==> src/rtl/program_loader.sv <==
// UART frame loader: sync, 32-bit little-endian length, payload, 8-bit additive checksum.
// Define PROGRAM_LOADER_ACK_EN to emit an ACK (8'h06) / NAK (8'h15) byte at the end of each frame.
module program_loader #(
   parameter logic [7:0]  SYNC_BYTE      = 8'hA5,
   parameter int unsigned MEM_BYTES      = 4096,
   parameter int unsigned TIMEOUT_CYCLES = 1000000
) (
   input  logic        clk,
   input  logic        rst,
   input  logic [7:0]  uart_data,
   input  logic        uart_received,
   output logic        flash,
   output logic        mem_we,
   output logic [31:0] mem_waddr,
   output logic [7:0]  mem_wdata,
   output logic        load_done,
   output logic        load_err,
   output logic [1:0]  err_code,
   output logic [7:0]  tx_data,
   output logic        tx_start
);

   typedef enum logic [2:0] {
      S_IDLE  = 3'd0,
      S_LEN   = 3'd1,
      S_DATA  = 3'd2,
      S_CHECK = 3'd3,
      S_DONE  = 3'd4,
      S_ERROR = 3'd5
   } state_t;

   localparam logic [31:0] LP_MEM_BYTES = 32'(MEM_BYTES);
   localparam logic [31:0] LP_TMO_LAST  = 32'(TIMEOUT_CYCLES - 1);

   state_t      r_state, w_state_nxt;
   logic [31:0] r_len, w_len_nxt;
   logic [1:0]  r_lidx, w_lidx_nxt;
   logic [31:0] r_addr, w_addr_nxt;
   logic [7:0]  r_sum, w_sum_nxt;
   logic [31:0] r_tmo, w_tmo_nxt;
   logic        r_flash, w_flash_nxt;
   logic        r_mem_we, w_mem_we_nxt;
   logic [31:0] r_mem_waddr, w_mem_waddr_nxt;
   logic [7:0]  r_mem_wdata, w_mem_wdata_nxt;
   logic        r_load_done, w_load_done_nxt;
   logic        r_load_err, w_load_err_nxt;
   logic [1:0]  r_err_code, w_err_code_nxt;
   logic [7:0]  r_tx_data, w_tx_data_nxt;
   logic        r_tx_start, w_tx_start_nxt;

   logic        w_fail, w_pass;
   logic [1:0]  w_fail_code;
   logic [31:0] w_len_shift;
   logic [31:0] w_addr_inc;
   logic        w_in_frame;
   logic        w_tmo_hit;

   // Length bytes arrive LSB first, so each new byte enters at the top and shifts down.
   assign w_len_shift = {uart_data, r_len[31:8]};
   assign w_addr_inc  = r_addr + 32'd1;
   assign w_in_frame  = (r_state == S_LEN) || (r_state == S_DATA) || (r_state == S_CHECK);
   assign w_tmo_hit   = (r_tmo == LP_TMO_LAST) && !uart_received;

   // Next-state and next-output logic for every register.
   always_comb begin
      w_state_nxt     = r_state;
      w_len_nxt       = r_len;
      w_lidx_nxt      = r_lidx;
      w_addr_nxt      = r_addr;
      w_sum_nxt       = r_sum;
      w_flash_nxt     = r_flash;
      w_mem_we_nxt    = 1'b0;
      w_mem_waddr_nxt = r_mem_waddr;
      w_mem_wdata_nxt = r_mem_wdata;
      w_load_done_nxt = 1'b0;
      w_load_err_nxt  = r_load_err;
      w_err_code_nxt  = r_err_code;
      w_tx_data_nxt   = r_tx_data;
      w_tx_start_nxt  = 1'b0;
      w_fail          = 1'b0;
      w_fail_code     = 2'd0;
      w_pass          = 1'b0;

      if (w_in_frame && !uart_received) begin
         w_tmo_nxt = r_tmo + 32'd1;
      end else begin
         w_tmo_nxt = 32'd0;
      end

      case (r_state)
         S_IDLE: begin
            if (uart_received && (uart_data == SYNC_BYTE)) begin
               w_state_nxt    = S_LEN;
               w_flash_nxt    = 1'b1;
               w_load_err_nxt = 1'b0;
               w_err_code_nxt = 2'd0;
               w_len_nxt      = 32'd0;
               w_lidx_nxt     = 2'd0;
               w_addr_nxt     = 32'd0;
               w_sum_nxt      = 8'd0;
            end else begin
               w_state_nxt = S_IDLE;
            end
         end
         S_LEN: begin
            if (uart_received) begin
               w_len_nxt  = w_len_shift;
               w_lidx_nxt = r_lidx + 2'd1;
               if (r_lidx != 2'd3) begin
                  w_state_nxt = S_LEN;
               end else if (w_len_shift > LP_MEM_BYTES) begin
                  w_fail      = 1'b1;
                  w_fail_code = 2'd2;
               end else if (w_len_shift == 32'd0) begin
                  w_state_nxt = S_CHECK;
               end else begin
                  w_state_nxt = S_DATA;
               end
            end else begin
               w_fail      = w_tmo_hit;
               w_fail_code = 2'd1;
            end
         end
         S_DATA: begin
            if (uart_received) begin
               w_mem_we_nxt    = 1'b1;
               w_mem_waddr_nxt = r_addr;
               w_mem_wdata_nxt = uart_data;
               w_addr_nxt      = w_addr_inc;
               w_sum_nxt       = r_sum + uart_data;
               if (w_addr_inc == r_len) begin
                  w_state_nxt = S_CHECK;
               end else begin
                  w_state_nxt = S_DATA;
               end
            end else begin
               w_fail      = w_tmo_hit;
               w_fail_code = 2'd1;
            end
         end
         S_CHECK: begin
            if (uart_received) begin
               w_pass      = (uart_data == r_sum);
               w_fail      = (uart_data != r_sum);
               w_fail_code = 2'd3;
            end else begin
               w_fail      = w_tmo_hit;
               w_fail_code = 2'd1;
            end
         end
         S_DONE:  w_state_nxt = S_IDLE;
         S_ERROR: w_state_nxt = S_IDLE;
         default: w_state_nxt = S_IDLE;
      endcase

      if (w_fail) begin
         w_state_nxt    = S_ERROR;
         w_flash_nxt    = 1'b0;
         w_load_err_nxt = 1'b1;
         w_err_code_nxt = w_fail_code;
      end else if (w_pass) begin
         w_state_nxt     = S_DONE;
         w_flash_nxt     = 1'b0;
         w_load_done_nxt = 1'b1;
      end else begin
         w_load_done_nxt = 1'b0;
      end

`ifdef PROGRAM_LOADER_ACK_EN
      if (w_pass) begin
         w_tx_data_nxt  = 8'h06;
         w_tx_start_nxt = 1'b1;
      end else if (w_fail) begin
         w_tx_data_nxt  = 8'h15;
         w_tx_start_nxt = 1'b1;
      end else begin
         w_tx_start_nxt = 1'b0;
      end
`else
      w_tx_data_nxt  = 8'h00;
      w_tx_start_nxt = 1'b0;
`endif
   end

   // State and output registers; reset abandons any frame without flagging an error.
   always_ff @(posedge clk or posedge rst) begin
      if (rst) begin
         r_state     <= S_IDLE;
         r_len       <= 32'd0;
         r_lidx      <= 2'd0;
         r_addr      <= 32'd0;
         r_sum       <= 8'd0;
         r_tmo       <= 32'd0;
         r_flash     <= 1'b0;
         r_mem_we    <= 1'b0;
         r_mem_waddr <= 32'd0;
         r_mem_wdata <= 8'd0;
         r_load_done <= 1'b0;
         r_load_err  <= 1'b0;
         r_err_code  <= 2'd0;
         r_tx_data   <= 8'd0;
         r_tx_start  <= 1'b0;
      end else begin
         r_state     <= w_state_nxt;
         r_len       <= w_len_nxt;
         r_lidx      <= w_lidx_nxt;
         r_addr      <= w_addr_nxt;
         r_sum       <= w_sum_nxt;
         r_tmo       <= w_tmo_nxt;
         r_flash     <= w_flash_nxt;
         r_mem_we    <= w_mem_we_nxt;
         r_mem_waddr <= w_mem_waddr_nxt;
         r_mem_wdata <= w_mem_wdata_nxt;
         r_load_done <= w_load_done_nxt;
         r_load_err  <= w_load_err_nxt;
         r_err_code  <= w_err_code_nxt;
         r_tx_data   <= w_tx_data_nxt;
         r_tx_start  <= w_tx_start_nxt;
      end
   end

   assign flash     = r_flash;
   assign mem_we    = r_mem_we;
   assign mem_waddr = r_mem_waddr;
   assign mem_wdata = r_mem_wdata;
   assign load_done = r_load_done;
   assign load_err  = r_load_err;
   assign err_code  = r_err_code;
   assign tx_data   = r_tx_data;
   assign tx_start  = r_tx_start;

endmodule

==> config.mk <==
export PLATFORM = sky130hd
export DESIGN_NAME = program_loader
export DESIGN_NICKNAME = d
export VERILOG_FILES = /design/src/rtl/program_loader.sv
export SDC_FILE = /design/constraint.sdc
export NUM_CORES = 1
export LEC_CHECK = 0
export CORE_MARGIN = 4
export CORE_UTILIZATION = 30
export DETAILED_ROUTE_END_ITERATION = 16
export GPL_TIMING_DRIVEN = 0
export HOLD_SLACK_MARGIN = 0.1
export PLACE_DENSITY = 0.49
export SLEW_MARGIN = 20
export SYNTH_ARGS = -nofsm -noshare
export SYNTH_HDL_FRONTEND = slang
export SYNTH_SLANG_ARGS = --single-unit
==> constraint.sdc <==
create_clock -name clk -period 7.5 [get_ports clk]
set_input_delay 0.75 -clock clk [delete_from_list [all_inputs] [get_ports clk]]
set_output_delay 0.75 -clock clk [all_outputs]
set_load 0.01 [all_outputs]
# Word-level counts from Yosys, hierarchy flattened
# Index checks and enable logic that the tools add are counted.
# op_classes
add_sub_neg	4
reduce_logical	20
n_lt_le_gt_ge	1
n_mux	49
n_eq_ne	16
# ops
cell	count
32-bit 2-to-1 mux	4
32-bit one-hot mux with 2 select lines	2
32-bit by 1-bit adder with 32-bit output (second input constant)	2
32-bit by 20-bit == test with 1-bit output (second input constant)	1
32-bit == test	1
32-bit by 13-bit greater-than comparator with 1-bit output (second input constant)	1
32-bit zero test	1
1-bit 2-to-1 mux	22
3-bit 2-to-1 mux	6
2-bit 2-to-1 mux	8
8-bit 2-to-1 mux	2
8-bit one-hot mux with 2 select lines	1
3-bit one-hot mux with 4 select lines	1
8-bit adder	1
8-bit == test	1
8-bit == test (second input constant)	1
2-bit != test (second input constant)	4
4-bit != test (second input constant)	2
8-bit != test	1
2-bit nonzero test	4
3-bit by 2-bit == test with 1-bit output (second input constant)	2
2-bit one-hot mux with 3 select lines	1
2-bit AND reduction	3
3-bit AND reduction	2
12 further kinds	16
# word_totals
register_bits	155

# Longest topological paths before layout
# Gate-level depths: netlist (run 1).
# logic_depth
ltp_word	8
depth_mapped	11
mapped_depth_nobuf	9

# Worst setup path after synthesis (run 1)
# Ideal clock, no wire load.
# synth_path
path_kind	flip-flop to flip-flop
startpoint	reg r_addr[0]
endpoint	reg r_state[0]
slack_ps	4699
setup_time_ps	103
stages_incl_launch_ff	12
required_time_ps	7397
path_buffers	2
t_arrival_ps	2697
cell_sequence	dfrtp_1 > ha_1 > buf_6 > nand4_2 > or4_4 > buf_6 > nor2_8 > nor3b_1 > or4_4 > nor4_2 > nand4_1 > o41ai_2
# synth_between
elab_chain_cells	7
# synth_rtl
element	line	source
start, declared	38	logic [31:0] r_addr, w_addr_nxt;
start signal, assigned	207	r_addr <= w_addr_nxt;
32-bit by 1-bit adder with 32-bit output	60	assign w_addr_inc = r_addr + 32'd1;
32-bit == test	131	if (w_addr_inc == r_len) begin
1-bit 2-to-1 mux	131	
3-bit 2-to-1 mux	125	if (uart_received) begin
3-bit one-hot mux with 4 select lines	90	case (r_state)
3-bit 2-to-1 mux	161	end else if (w_pass) begin
3-bit 2-to-1 mux	156	if (w_fail) begin
end signal, assigned	204	r_state <= w_state_nxt;
end, declared	35	state_t r_state, w_state_nxt;
# No other way between the ends. The select of a mux whose other input is x is not followed.
# A chain may end at the register's enable or synchronous reset.

# Worst setup path after layout (run 1)
# Ends and elaborated chain as after synthesis.

==> results of run 1 <==
cell families (layout without fill, tap and decap cells):
kind of cell,Yosys count,count (layout),share of synthesized area [%]
flip-flops,155,155,46.8
XOR/XNOR,77,77,8.14
multiplexers,6,6,0.725
AND/OR/NAND/NOR,454,454,25.4
AO/OA/AOI/OAI,171,171,12.1
other,1,9,0.0453
buffers and inverters,78,165,4.97
adder cells (fa/ha/maj),11,11,1.75
worst register-to-register path: stages, from the launching register on:
cell,delay (ps)
dfrtp_1,470
ha_1,210
buf_6,130
nand4_2,300
or4_4,520
buf_6,160
nor2_8,100
nor3b_1,60
or4_4,510
nor4_2,180
nand4_1,210
o41ai_2,390
final timing paths:
| kind | startpoint | endpoint | slack [ps] | cells after the start |
|---|---|---|---|---|
| worst min register to register | mem_waddr[10]$_DFFE_PP0P_ | mem_waddr[10]$_DFFE_PP0P_ | 470 | 2 |
| worst max-delay path | r_addr[0]$_DFFE_PP0P_ | r_state[0]$_DFFE_PP0P_ | 4160 | 11 |
| min in group asynchronous | rst | r_tmo[20]$_DFF_PP0_ | 760 | 2 |
| worst min-delay path | mem_waddr[10]$_DFFE_PP0P_ | mem_waddr[10]$_DFFE_PP0P_ | 470 | 2 |
| worst max register to register | r_addr[0]$_DFFE_PP0P_ | r_state[0]$_DFFE_PP0P_ | 4160 | 11 |
| max in group asynchronous | rst | r_sum[2]$_DFFE_PP0P_ | 5910 | 3 |
Yosys cell counts (3+ instances only):
cell	number	area share (%)
nand4_1	13	0.98
mux2i_1	6	0.73
a31oi_1	10	0.76
buf_2	4	0.24
o31ai_1	16	1.5
a21o_1	3	0.27
nor2b_1	7	0.53
xor2_1	35	3.7
o21bai_1	4	0.36
nand2b_1	3	0.23
nand3_1	42	2.5
and4_1	4	0.42
and3_1	14	1.1
o41ai_1	4	0.42
xnor2_1	42	4.4
ha_1	10	1.5
o211ai_1	3	0.27
and2_1	6	0.45
buf_6	4	0.54
buf_4	10	0.91
inv_1	10	0.45
or3_1	5	0.38
a21oi_1	19	1.1
or2_2	3	0.23
dfrtp_1	155	47
o21ai_0	98	5.9
nor3_1	12	0.73
nand2_1	235	11
clkbuf_1	44	2.0
nor4_1	20	1.5
nor2_1	72	3.3
area by class of cell:
cell class	count	area, sq um	area share (%)
repair buffers	55	568	5.73
plain buffers	68	374	3.77
flip-flops and latches	155	3880	39.1
clock inverters	15	176	1.78
multi-input cells	728	4020	40.5
inverters	10	45.0	0.454
clock buffers	17	425	4.29
well taps	341	427	4.30
per-layer routing:
layer,share of wire (%),GRT usage [%]
met1,50,23.0
met5,0,0
met3,4.6,3.09
met2,44,23.5
met4,1.3,3.53
flip-flops by register name (all words and copies together), names as in the netlist:
name and flops:
err_code 2, load_done 1, r_state 3, load_err 1
mem_we 1, flash 1, r_tmo 32, r_lidx 2
r_sum 8, r_len 32, mem_wdata 8, mem_waddr 32
r_addr 32
layout by cell type (no fill, tap or decap), types with 12 or more instances in the layout:
cell type and instances:
clkbuf_16 17, xnor2_1 42, o21ai_0 98, xor2_1 35, nand2_1 235, o31ai_1 16
nand4_1 13, clkbuf_1 44, nor3_1 12, dfrtp_1 155, clkdlybuf4s50_1 54, nor2_1 72
a21oi_1 19, and3_1 14, nor4_1 20, nand3_1 42
report_power, final:
group / switching [mW] / total (mW) / internal (mW)
clock: 0.414 / 0.892 / 0.478
combinational: 0.500 / 0.816 / 0.316
sequential: 0.169 / 1.14 / 0.969
through the flow:
step                      utilization (%)  cells  power [mW]  instance area, sq um  setup WS [ps]
after floorplan                         -    961        1.66                  8310           2570
after detailed placement             34.5   1357        1.97                  9310           4000
final                                36.7   1389        2.85                  9910           4160
after CTS                            36.7   1389        2.87                  9910           4110
after global routing                 36.7   1389        3.02                  9910           3950
after global placement               34.3   1356        1.96                  9280           22.2
==> results.toml, run 1 <==
[cells_and_area]
n_fill_cell = 2844
n_antenna_cell = 0
drive_above_1_share_pct = 6.87
syn_to_final_growth_pct = 19.7
fin_nets = 1057

[worst_hold_path]
hp-class = "reg -> reg"

[power]
pwr_density_cell_mw_per_mm2 = 287
peakVddDrop_mv = 0.151
power_leakage_nw = 4.37

[worst_setup_path]
cp-start-kind = "register"
cpLargestDelayFamily = "simple AND/OR/NAND/NOR gates"
max_stage_delay_ps = 510
required_ps = 7820
critPathKind = "reg -> reg"
cp_num_buf_inv = 2
cp.arrival_ps = 3660
cp_max_fo = 9
slowest_stage = "or4_4"
cp-end-kind = "register"
worstPathCellList = "ha_1 -> buf_6 -> nand4_2 -> or4_4 -> buf_6 -> nor2_8 -> nor3b_1 -> or4_4 -> nor4_2 -> nand4_1 -> o41ai_2"

[timing]
setup-tns-final_ps = 0
finalSetupViolations = 0
min_period_over_period_pct = 44.5
worst_pin_slew_ps = 838
grt_setup_unrepaired = "no"
fin_skew_ps = 12.7
hold-worst-slack_ps = 470
period_needed_ps = 3340
final_hold_viol_count = 0
fmax_mhz = 299
slew_viol_final = 0
relSlewSlack_pct = 44.1

[global_route]
antenna_found_initial = 1
grt_max_degree = 90
grt_pass1_vias = 6770
overflow = 0
grt_pass1_wl_mm = 37.8
grt_usage_pct = 15.5

[synthesis]
synth-edff-count = 0
ys_seq_area_share_pct = 46.8
yosys_warnings = 0
synth_cell_types = 60
ys.flop_type = "dfrtp_1"
async_reset_ff_share_pct = 100
avgSynthCellArea_sq_um = 8.69
syn_inst = 953
yosys_register_bits = 155
synthesis.area_sq_mm = 0.00828

[route]
via_count = 6989
wl_mm = 23.6
drc = 0
drtIter0Drc = 459
wl_per_cell_um = 17.0
vias_per_cell = 5.03
first_pass_iters = 6
ant_nets = 0

[clock_tree]
clk_pin_slew_worst_paths_ps = 70
htreeDepth = 4
cts_buffer_depth = 2
clock_latency_ps = 440
cts_made_buffers = 17
cts_resized = 0
cts_root_buf = "clkbuf_16"
cts_tree = "built"
hold_buffers = 0
cts_sinks = 155
post_cts_buffers = 0

[floorplanning]
start_util_pct = 30.6
rows = 60
core_area_sq_mm = 0.0270
die_height_um = 174
die_w_um = 174
die-area_sq_mm = 0.0303
io_pins = 66

[run]
max-cap-violations = 0

[run_status]
status = "finished clean"

[placement]
port_buffers = 54
dpl.hpwl_mm = 16.5
gp_congestion = 0.905
Note: power is estimated with default switching activity, not from simulation.
==> run 2, diff against run 1 <==
- PLACE_DENSITY: 0.49 -> 0.5
- clock period: 7.5 -> 3.05 ns (I/O delays scaled with it)
==> run 2 against run 1 <==
Effect of this change: clock skew down 1.4 ps; register-to-register slack got worse by 4100 ps; global-route usage increased by 0.43 points; design area rose by 1.4%; sequential power increased by 150%; sequential share of layout area shrank 0.48 points; total power grew 150%; utilization increased by 0.50 points; cell count is 0.36% higher; count of clock-buffer cells in the layout is the same; maximum frequency up 11%; die area did not move; largest power group unchanged.
==> results.toml, run 2 (same netlist as run 1, synthesis figures left out) <==
[run_status]
status = "finished clean"

[cells_and_area]
final_common_cell = "nand2_1"
mostFrequentLayoutCells = "nand2_1, dfrtp_1, o21ai_0"
n_antenna_cell = 0
syn_to_final_growth_pct = 21.4
final_core_util_pct = 37.2
fin_nets = 1062
design_area_sq_mm = 0.0100
drive_above_1_share_pct = 8.07

[placement]
placed_area_sq_mm = 0.00939
dpl.hpwl_mm = 16.8
pre_cts_ws_ps = -313
gp_congestion = 0.898
port_buffers = 54

[timing]
relSlewSlack_pct = 42.4
min_period_over_period_pct = 99.0
worst_pin_slew_ps = 856
finalSetupViolations = 0
grt_setup_unrepaired = "no"
fmax_mhz = 331
fin_ws_ps = 29.5
period_needed_ps = 3020
slew_viol_final = 0
final_hold_viol_count = 0
fin_skew_ps = 11.4

[global_route]
grt_pass1_vias = 6889
antenna_found_initial = 0
met1_usage_pct = 22.9
grt_usage_pct = 16.0
grt_pass1_wl_mm = 38.8
use_met2_pct = 24.3
grt_max_degree = 34
global_route.peak_usage_layer = "met2"
overflow = 0
grt.met3_usage_pct = 3.89

[power]
power.total_mw = 7.03
power_leakage_nw = 4.42
pwr_density_cell_mw_per_mm2 = 700
peakVddDrop_mv = 0.317

[worst_setup_path]
max_stage_delay_ps = 510
critPathKind = "reg -> reg"
worst_r2r_path_depth = 11
cp_max_fo = 9
slowest_stage = "or4_4"
cp-start-kind = "register"
cp-end-kind = "register"
required_ps = 3360
rrSetupSlack_ps = 30
r2r_end = "r_state[0]$_DFFE_PP0P_"
timing.rr.start = "r_addr[0]$_DFFE_PP0P_"
cp.arrival_ps = 3340
worstPathCellList = "ha_1 -> buf_6 -> nand4_4 -> or4_4 -> buf_6 -> nor2_8 -> nor3b_1 -> or4_4 -> nor4_2 -> nand4_1 -> o41ai_2"

[floorplanning]
start_util_pct = 30.6
die_height_um = 174
core_area_sq_mm = 0.0270
rows = 60
die_w_um = 174
die-area_sq_mm = 0.0303
io_pins = 66

[route]
wl_per_cell_um = 17.1
vias_per_cell = 5.01
drtIter0Drc = 487
first_pass_iters = 5
drc = 0
via_count = 6982
wl_mm = 23.8
ant_nets = 0

[clock_tree]
hold_buffers = 0
cts_root_buf = "clkbuf_16"
cts_made_buffers = 17
clk_pin_slew_worst_paths_ps = 70
cts_sinks = 155
cts_tree = "built"
cts_buffer_depth = 2
clock_latency_ps = 440
htreeDepth = 4

[worst_hold_path]
min_delay_path_depth = 3
worstHoldStart = "uart_data[7]"
hp-class = "in -> reg"
hold_end = "mem_wdata[7]$_DFFE_PP0P_"

[run]
max-cap-violations = 0
run 2: cell count changes in the layout (fill, tap and decap cells not counted), sizes merged:
cell      before  now
bufinv         1    0
clkinv         2    7
buf           23   29
inv           19   17
clkinvlp       3    1
clkbuf        63   62
run 2: critical path: cells and delay by family (launching register included):
kind	cells	cell delay, ps
simple gates	7	1680
flops	1	440
buf+inv	2	300
compound gates	1	300
fa+ha+maj	1	180
run 2: where the power goes:
group,internal (mW),switching (mW),leakage [nW]
clock,1.12,1.07,0.300
combinational,0.792,1.25,2.00
sequential,2.38,0.414,2.12
run 2: what timing repair did:
item,4_1_cts,5_1_grt
endpoints found under the setup margin,1,2
setup buffers,1,1
endpoints found under the hold margin,0,0
gates resized for setup,2,6
pin swaps,3,1
run 2: final cells by class:
type / instances / area [sq um]
well taps: 341 / 427
clock inverters: 15 / 194
repair buffers: 61 / 663
plain buffers: 67 / 370
flip-flops and latches: 155 / 3880
clock buffers: 17 / 425
fillers: 2801 / 17000
inverters: 10 / 41.3
multi-input cells: 728 / 4050
run 2: worst max-delay path by stage:
stage / from / to / slack (ps) / cells past startpoint
floorplan: r_addr[0]$_DFFE_PP0P_ / r_state[0]$_DFFE_PP0P_ / 250 / 11
global placement: rst / r_addr[30]$_DFFE_PP0P_ / -740 / 2
detailed placement: r_addr[0]$_DFFE_PP0P_ / r_state[0]$_DFFE_PP0P_ / -310 / 11
CTS: r_addr[2]$_DFFE_PP0P_ / r_state[0]$_DFFE_PP0P_ / 30 / 10
global route: r_addr[10]$_DFFE_PP0P_ / r_state[0]$_DFFE_PP0P_ / 4 / 11
finish: r_addr[0]$_DFFE_PP0P_ / r_state[0]$_DFFE_PP0P_ / 30 / 11
run 2: metal layers:
metal | share of wire [%] | routed length, um
met3 | 6.3 | 1490
met4 | 1.4 | 324
met2 | 45 | 10600
met5 | 0 | 0
met1 | 48 | 11400
run 2: stage by stage:
step	std cells	hold WS, ps	TNS [ps]
floorplan	961	410	0
global placement	1356	459	-113340
detailed placement	1361	462	-313
CTS	1394	268	0
global route	1394	279	0
finish	1394	283	0
==> run 3, diff against run 2 <==
- PLACE_DENSITY: 0.5 -> 0.49
- TNS_END_PERCENT: default -> 20
- clock period: 3.05 -> 3.1 ns (I/O delays scaled with it)
==> run 3 against run 2 <==
Effect of this change: clock power fell by 3%; critical path type unchanged; combinational power barely moved; non-clock buffer count rose by 5; largest cell class unchanged.
==> results.toml, run 3 (same netlist as run 1, synthesis figures left out) <==
[floorplanning]
core_area_sq_mm = 0.0270
die_w_um = 174
start_util_pct = 30.6
die-area_sq_mm = 0.0303
die_height_um = 174
rows = 60
io_pins = 66

[worst_setup_path]
required_ps = 3430
cp-startpoint = "r_addr[0]$_DFFE_PP0P_"
cp-start-kind = "register"
r2r_end = "r_state[0]$_DFFE_PP0P_"
cp.arrival_ps = 3370
worst_r2r_path_depth = 11
timing.rr.start = "r_addr[0]$_DFFE_PP0P_"
slowest_stage = "or4_4"
worstPathCellList = "ha_1 -> buf_6 -> nand4_4 -> or4_4 -> buf_6 -> nor2_8 -> nor3b_1 -> or4_4 -> nor4_4 -> nand4_1 -> o41ai_2"
cp-end-kind = "register"
cp_max_fo = 9
crit_end = "r_state[0]$_DFFE_PP0P_"
critPathKind = "reg -> reg"
rrSetupSlack_ps = 60
max_stage_delay_ps = 520

[clock_tree]
cts_root_buf = "clkbuf_16"
cts_buffer_depth = 2
clk_pin_slew_worst_paths_ps = 70
cts_made_buffers = 17
cts_tree = "built"
cts_sinks = 155
htreeDepth = 4
clock_latency_ps = 450

[timing]
final_hold_viol_count = 0
finalSetupViolations = 0
period_needed_ps = 3040
fin_skew_ps = 14.2
hold-worst-slack_ps = 189
worst_pin_slew_ps = 839
min_period_over_period_pct = 98.2
slew_viol_final = 0
fmax_mhz = 329
fin_ws_ps = 56.7
relSlewSlack_pct = 44.1

[cells_and_area]
final_common_cell = "nand2_1"
mostFrequentLayoutCells = "nand2_1, dfrtp_1, o21ai_0"
n_antenna_cell = 0
syn_to_final_growth_pct = 21.7
multiInputGateArea_sq_mm = 0.00407
drive_above_1_share_pct = 8.51
fin_nets = 1067
design_area_sq_mm = 0.0101
ff_latch_area_sq_mm = 0.00388
final_core_util_pct = 37.3
n_fill_cell = 2815

[power]
power_leakage_nw = 4.46
pwr_density_cell_mw_per_mm2 = 686
peakVddDrop_mv = 0.394

[route]
wl_mm = 23.6
vias_per_cell = 4.96
drtIter0Drc = 478
first_pass_iters = 7
wl_per_cell_um = 16.9
drc = 0
ant_nets = 0
via_count = 6945

[global_route]
antenna_found_initial = 0
grt_pass1_vias = 6653
grt_usage_pct = 15.7
overflow = 0
grt_pass1_wl_mm = 38.2
grt_max_degree = 33

[placement]
pre_cts_ws_ps = -270
dpl.hpwl_mm = 16.7
port_buffers = 54
placed_area_sq_mm = 0.00938
gp_congestion = 0.888

[run_status]
status = "finished clean"

[worst_hold_path]
hp-class = "in -> async"

[run]
max-cap-violations = 0
==> run 3: cell types whose count changed in the layout (fill, tap and decap cells not counted), moves of 2 or more <==
cell      before  now
clkinv_4       0    2
inv_8          4    6
buf_4         12   17
dfrtp_1      152  154
dfrtp_2        3    1
clkinv_8       7    3
==> run 3: power breakdown <==
part | total [mW] | internal, mW | switching (mW) | leakage (nW)
Sequential | 2.76 | 2.35 | 0.411 | 2.12
Combinational | 2.02 | 0.790 | 1.23 | 2.04
Clock | 2.14 | 1.09 | 1.04 | 0.293
==> run 3: per-layer routing <==
| layer | track usage (%) | up-vias | part of all wire, % |
|---|---|---|---|
| li1 | - | 3427 | - |
| met1 | 23.7 | 3335 | 51 |
| met2 | 23.4 | 161 | 44 |
| met3 | 2.59 | 22 | 4.4 |
| met4 | 3.99 | 0 | 1.1 |
| met5 | 0 | - | 0 |
==> run 3: worst min-delay path by stage <==
stage	endpoint	depth (start not counted)	slack, ps
after floorplan	mem_wdata[0]$_DFFE_PP0P_	2	420
after global placement	mem_waddr[15]$_DFFE_PP0P_	2	460
after detailed placement	mem_waddr[15]$_DFFE_PP0P_	2	460
after CTS	r_addr[5]$_DFFE_PP0P_	2	200
after global routing	r_addr[5]$_DFFE_PP0P_	2	220
final	r_addr[5]$_DFFE_PP0P_	2	190
==> run 3: area by class of cell <==
class	instances	area share, %
multi-input cells	728	40.4
flip-flops and latches	155	38.5
repair buffers	66	6.88
well taps	341	4.23
clock buffers	17	4.22
plain buffers	67	3.67
clock inverters	15	1.68
inverters	10	0.410
==> run 3: repair_timing <==
item                       4_1_cts  5_1_grt
pin swaps                        2        4
setup endpoints to repair        1        1
hold buffers                     0        0
resized for setup                3        7
buffers inserted                 0        7
==> run 3: critical path: cells and delay by family (launching register included) <==
kind / cells / cell delay [ps]
adder cells (fa/ha/maj): 1 / 180
flip-flops: 1 / 410
buffers and inverters: 2 / 300
AND/OR/NAND/NOR: 7 / 1690
AO/OA/AOI/OAI: 1 / 350
==> run 3: stage by stage <==
stage / cells / TNS, ps / power [mW]
floorplan: 961 / 0 / 4.01
global placement: 1356 / -114680 / 4.74
detailed placement: 1361 / -270 / 4.77
CTS: 1393 / 0 / 6.94
global route: 1399 / -15.0 / 7.32
finish: 1399 / 0 / 6.92
